`config.mk`:
```
export PLATFORM = sky130hd
export DESIGN_NAME = even_parity_tx
export DESIGN_NICKNAME = d
export VERILOG_FILES = /design/src/rtl/even_parity_tx.sv
export SDC_FILE = /design/constraint.sdc
export NUM_CORES = 1
export LEC_CHECK = 0
export BUFFER_PORTS_ARGS = -buffer_cell sky130_fd_sc_hd__buf_2
export CAP_MARGIN = 20
export CORE_UTILIZATION = 35
export DETAILED_ROUTE_END_ITERATION = 6
export GPL_TIMING_DRIVEN = 0
export RECOVER_POWER = 100
export SKIP_CTS_REPAIR_TIMING = 1
export SLEW_MARGIN = 10
export SYNTH_ARGS = -nofsm -noshare
export SYNTH_HDL_FRONTEND = slang
export SYNTH_SLANG_ARGS = --single-unit
```
`constraint.sdc`:
```
create_clock -name clk -period 5.2 [get_ports clk]
set_clock_uncertainty 0.05 [all_clocks]
set_input_delay 1.04 -clock clk [delete_from_list [all_inputs] [get_ports clk]]
set_output_delay 1.04 -clock clk [all_outputs]
set_load 0.02 [all_outputs]
```
`src/rtl/even_parity_tx.sv`:
```
`default_nettype none
// ============================================================================
// Module   : even_parity_tx
// Purpose  : Serial transmitter: start bit, data LSB first, even parity, stop.
// Revision : 1.0 - initial release
// ============================================================================
module even_parity_tx #(
    parameter int DATA_W       = 8,
    parameter int CLKS_PER_BIT = 16
) (
    input  logic              clk,
    input  logic              rst,
    input  logic [DATA_W-1:0] data_in,
    input  logic              valid_in,
    output logic              ready_out,
    output logic              tx_out,
    output logic              busy,
    output logic              frame_done
);

    localparam int c_timer_w = (CLKS_PER_BIT > 1) ? $clog2(CLKS_PER_BIT) : 1;
    localparam int c_index_w = (DATA_W > 1) ? $clog2(DATA_W) : 1;
    localparam logic [c_timer_w-1:0] c_last_tick = c_timer_w'(CLKS_PER_BIT - 1);
    localparam logic [c_index_w-1:0] c_last_bit  = c_index_w'(DATA_W - 1);

    typedef enum logic [2:0] {
        S_IDLE   = 3'd0,
        S_START  = 3'd1,
        S_DATA   = 3'd2,
        S_PARITY = 3'd3,
        S_STOP   = 3'd4
    } state_t;

    state_t               r_state, w_state_n;
    logic [c_timer_w-1:0] r_timer, w_timer_n;
    logic [c_index_w-1:0] r_index, w_index_n;
    logic [DATA_W-1:0]    r_shift, w_shift_n;
    logic                 r_parity, w_parity_n;
    logic                 r_tx, w_tx_n;

    logic w_wrap;
    logic w_accept;

    assign w_wrap     = (r_timer == c_last_tick);
    assign ready_out  = (r_state == S_IDLE) || ((r_state == S_STOP) && w_wrap);
    assign frame_done = (r_state == S_STOP) && w_wrap;
    assign busy       = (r_state != S_IDLE);
    assign w_accept   = valid_in && ready_out;
    assign tx_out     = r_tx;

    always_ff @(posedge clk or posedge rst) begin
        if (rst) begin
            r_state  <= S_IDLE;
            r_timer  <= '0;
            r_index  <= '0;
            r_shift  <= '0;
            r_parity <= 1'b0;
            r_tx     <= 1'b1;
        end else begin
            r_state  <= w_state_n;
            r_timer  <= w_timer_n;
            r_index  <= w_index_n;
            r_shift  <= w_shift_n;
            r_parity <= w_parity_n;
            r_tx     <= w_tx_n;
        end
    end

    always_comb begin
        w_state_n  = r_state;
        w_timer_n  = w_wrap ? '0 : r_timer + 1'b1;
        w_index_n  = r_index;
        w_shift_n  = r_shift;
        w_parity_n = r_parity;

        case (r_state)
            S_IDLE: begin
                w_timer_n = '0;
                if (w_accept) begin
                    w_state_n  = S_START;
                    w_shift_n  = data_in;
                    w_parity_n = ^data_in;
                    w_index_n  = '0;
                end
            end
            S_START: begin
                if (w_wrap) begin
                    w_state_n = S_DATA;
                    w_index_n = '0;
                end
            end
            S_DATA: begin
                if (w_wrap) begin
                    w_shift_n = r_shift >> 1;
                    if (r_index == c_last_bit) begin
                        w_state_n = S_PARITY;
                    end else begin
                        w_index_n = r_index + 1'b1;
                    end
                end
            end
            S_PARITY: begin
                if (w_wrap) begin
                    w_state_n = S_STOP;
                end
            end
            S_STOP: begin
                // The final stop cycle doubles as an acceptance slot for back-to-back frames
                if (w_wrap) begin
                    if (w_accept) begin
                        w_state_n  = S_START;
                        w_shift_n  = data_in;
                        w_parity_n = ^data_in;
                        w_index_n  = '0;
                    end else begin
                        w_state_n = S_IDLE;
                    end
                end
            end
            default: begin
                w_state_n = S_IDLE;
                w_timer_n = '0;
            end
        endcase

        // Line level is registered from the next state so the pin never glitches
        case (w_state_n)
            S_START:  w_tx_n = 1'b0;
            S_DATA:   w_tx_n = w_shift_n[0];
            S_PARITY: w_tx_n = w_parity_n;
            default:  w_tx_n = 1'b1;
        endcase
    end

endmodule
`default_nettype wire

```
==> flow_summary.yaml <==
outcome:
  status: "completed"
logic_synthesis:
  yosysSeqAreaShare_pct: 43.3
  synth_top_family_by_area: "simple AND/OR/NAND/NOR gates"
  muxShareOfSynthArea_pct: 3.45
  yosys.area_share.simple_pct: 20.8
  synth_nets: 140
  synth_xor_area_share_pct: 7.55
  syn_inst: 126
  post-synth-top-area-cell: "dfrtp_1"
  syn_area_sq_mm: 0.00116
  synth_cell_type_count: 35
  synth-compound-area-share_pct: 15.6
  synth_area_per_cell_sq_um: 9.21
  synth_fa_ha_area_share_pct: 3.24
  synth_top_area_share_pct: 41.0
  yosysWarnings: 0
  ys_ff_latch: 20
  ys_top_cells_by_area: "dfrtp_1, nand2_1, xnor2_1, o211ai_1, mux2i_1"
power_and_ir_drop:
  vdd_drop_max_mv: 0.136
  p_per_area_mw_per_mm2: 476
  finalPower_w: 0.000611
  leakagePower_nw: 0.565
sta:
  fmax_mhz: 337
  grt_setup_unrepaired: "no"
  slew_headroom_pct: 47.9
  fin_crit_ns: 2.97
  final-setup-viol-count: 0
  fin_ws_ns: 2.23
  hold_viol: 0
  tightest_slew_ns: 0.781
  period_share_pct: 57.1
  fin_tns_setup_ns: 0
  drv_slew: 0
die:
  dieArea_sq_mm: 0.00355
  initial_utilization_pct: 37.4
  io_pins: 15
  rows: 20
  core_area_sq_mm: 0.00310
  die_height_um: 59.6
  fp.dieW_um: 59.6
detailed_routing:
  wl_um: 2260
  vias: 917
  drc_errors: 0
  vias_per_cell: 4.88
  drt_iter0_drc: 39
  drtPass1Iterations: 4
  drtAntennaViolNets: 0
  post_drt_wl_per_cell_um: 12.0
grt:
  grt_start_max_net_pins: 21
  grt_pass1_vias: 893
  grt-ovfl-total: 0
  antenna_found_initial: 0
  grt_util_all_layers_pct: 14.9
  grt_pass1_wl_um: 3860
cts:
  clk_path_buf_depth: 2
  cts_tree: "done"
  cts_buffers: 3
  insertion_delay_ns: 0.30
  clock-sinks: 20
  clk_pin_slew_ns: 0.12
  cts_root_buffer: "clkbuf_4"
  h-tree-depth: 1
critical_path:
  crit_path_end_kind: "primary output"
  start_kind: "register"
  worstPathArrival_ns: 1.88
  cp_max_fo: 8
  required_ns: 4.11
  crit_type: "reg -> out"
cells_and_area:
  area_growth_pct: 10.6
  n_fill_cell: 330
  diodes: 0
  drive_gt1_share_pct: 13.2
  layout.nets: 159
min_path:
  hold_path_class: "reg -> reg"
run:
  drv_cap: 0
placed_design:
  pre_cts_slack_ns: 2.80
  dp_hpwl_um: 1730
  place.gp.congestion: 0.807
  io_buffers: 14
-- critical path, stage by stage, from the launching register on --
cell and delay [ns]:
dfrtp_1 0.39, ha_1 0.24, and3_1 0.17, clkbuf_1 0.31, and3_2 0.24, clkbuf_1 0.23
-- report_power, final --
part / switching (W) / internal (W) / leakage, nW
Combinational: 0.000144 / 0.000107 / 0.298
Clock: 0.0000489 / 0.0000427 / 0.0210
Sequential: 0.0000445 / 0.000224 / 0.246
Total: 0.000238 / 0.000373 / 0.565
-- cells in the mapped netlist --
cell and n:
a2111oi_4 1, a21boi_0 1, a21o_1 1, a21oi_1 4, a311o_1 1, a32oi_1 1
and3_1 4, and3_2 1, buf_2 2, buf_6 2, clkbuf_1 1, dfrtp_1 19
dfstp_2 1, ha_1 3, inv_1 9, mux2i_1 4, nand2_1 23, nand2b_1 2
nand3_1 3, nand4_1 1, nor2_1 7, nor2_2 1, nor2b_1 2, nor3_1 3
nor3b_1 1, o211a_1 1, o211ai_1 6, o21ai_0 5, o21ai_1 1, o22ai_1 1
o32ai_1 1, or3_1 2, or3b_1 1, xnor2_1 8, xor2_1 2
-- per-layer routing --
metal | up-vias | wire [um] | GRT usage, %
li1 | 467 | - | -
met1 | 439 | 1080 | 18.8
met2 | 9 | 1110 | 23.8
met3 | 2 | 36 | 3.28
met4 | 0 | 25 | 7.97
met5 | - | 0 | 0
-- cell usage in the layout, fill, tap and decap left out, types with 2 or more instances in the layout --
| cell type | n |
|---|---|
| a21oi_1 | 4 |
| and3_1 | 4 |
| buf_2 | 12 |
| clkbuf_1 | 7 |
| clkbuf_4 | 3 |
| dfrtp_1 | 19 |
| ha_1 | 3 |
| inv_1 | 9 |
| mux2i_1 | 4 |
| nand2_1 | 23 |
| nand2b_1 | 2 |
| nand3_1 | 3 |
| nor2_1 | 7 |
| nor2b_1 | 2 |
| nor3_1 | 3 |
| o211ai_1 | 6 |
| o21ai_0 | 5 |
| or3_1 | 2 |
| xnor2_1 | 8 |
| xor2_1 | 2 |
-- state kept, by name, indices dropped and copies added (netlist names) --
name      count
r_state       3
r_shift       8
r_timer       4
r_parity      1
tx_out        1
r_index       3
-- per-stage QoR --
stage	std cells	area, sq um	util (%)	hold WS (ns)
global placement	184	1280	41.4	0.402
CTS	188	1320	42.6	0.430
finish	188	1280	41.3	0.439
detailed placement	184	1280	41.4	0.413
global route	188	1280	41.3	0.470
floorplan	126	1160	-	0.389
-- worst paths after layout --
check | depth (start not counted) | start | slack [ns] | endpoint
worst max-delay path | 5 | r_timer[0] | 2.23 | frame_done
worst min-delay path | 1 | r_timer[0] | 0.44 | r_timer[0]
worst max register to register | 7 | r_timer[0] | 2.88 | r_shift[0]
worst min register to register | 1 | r_timer[0] | 0.44 | r_timer[0]
max in group asynchronous | 2 | rst | 3.81 | r_parity
min in group asynchronous | 2 | rst | 0.81 | r_index[1]
-- layout make-up --
type | instances | area [sq um] | share of cell area [%]
plain buffers | 5 | 21.3 | 1.66
flip-flops and latches | 20 | 502 | 39.1
repair buffers | 14 | 65.1 | 5.07
clock buffers | 4 | 36.3 | 2.83
multi-input cells | 92 | 569 | 44.4
inverters | 9 | 33.8 | 2.63
well taps | 44 | 55.1 | 4.29
-- cells by family (layout without fill, tap and decap cells) --
logic type | Yosys count | in the layout
DFF | 20 | 20
AOI/OAI and AO/OA | 24 | 24
muxes | 4 | 4
and+or+nand+nor | 51 | 51
xor gates and xnor gates | 10 | 10
buffers and inverters | 14 | 32
adders and majority gates | 3 | 3
Power figures use the tool's default switching activity.
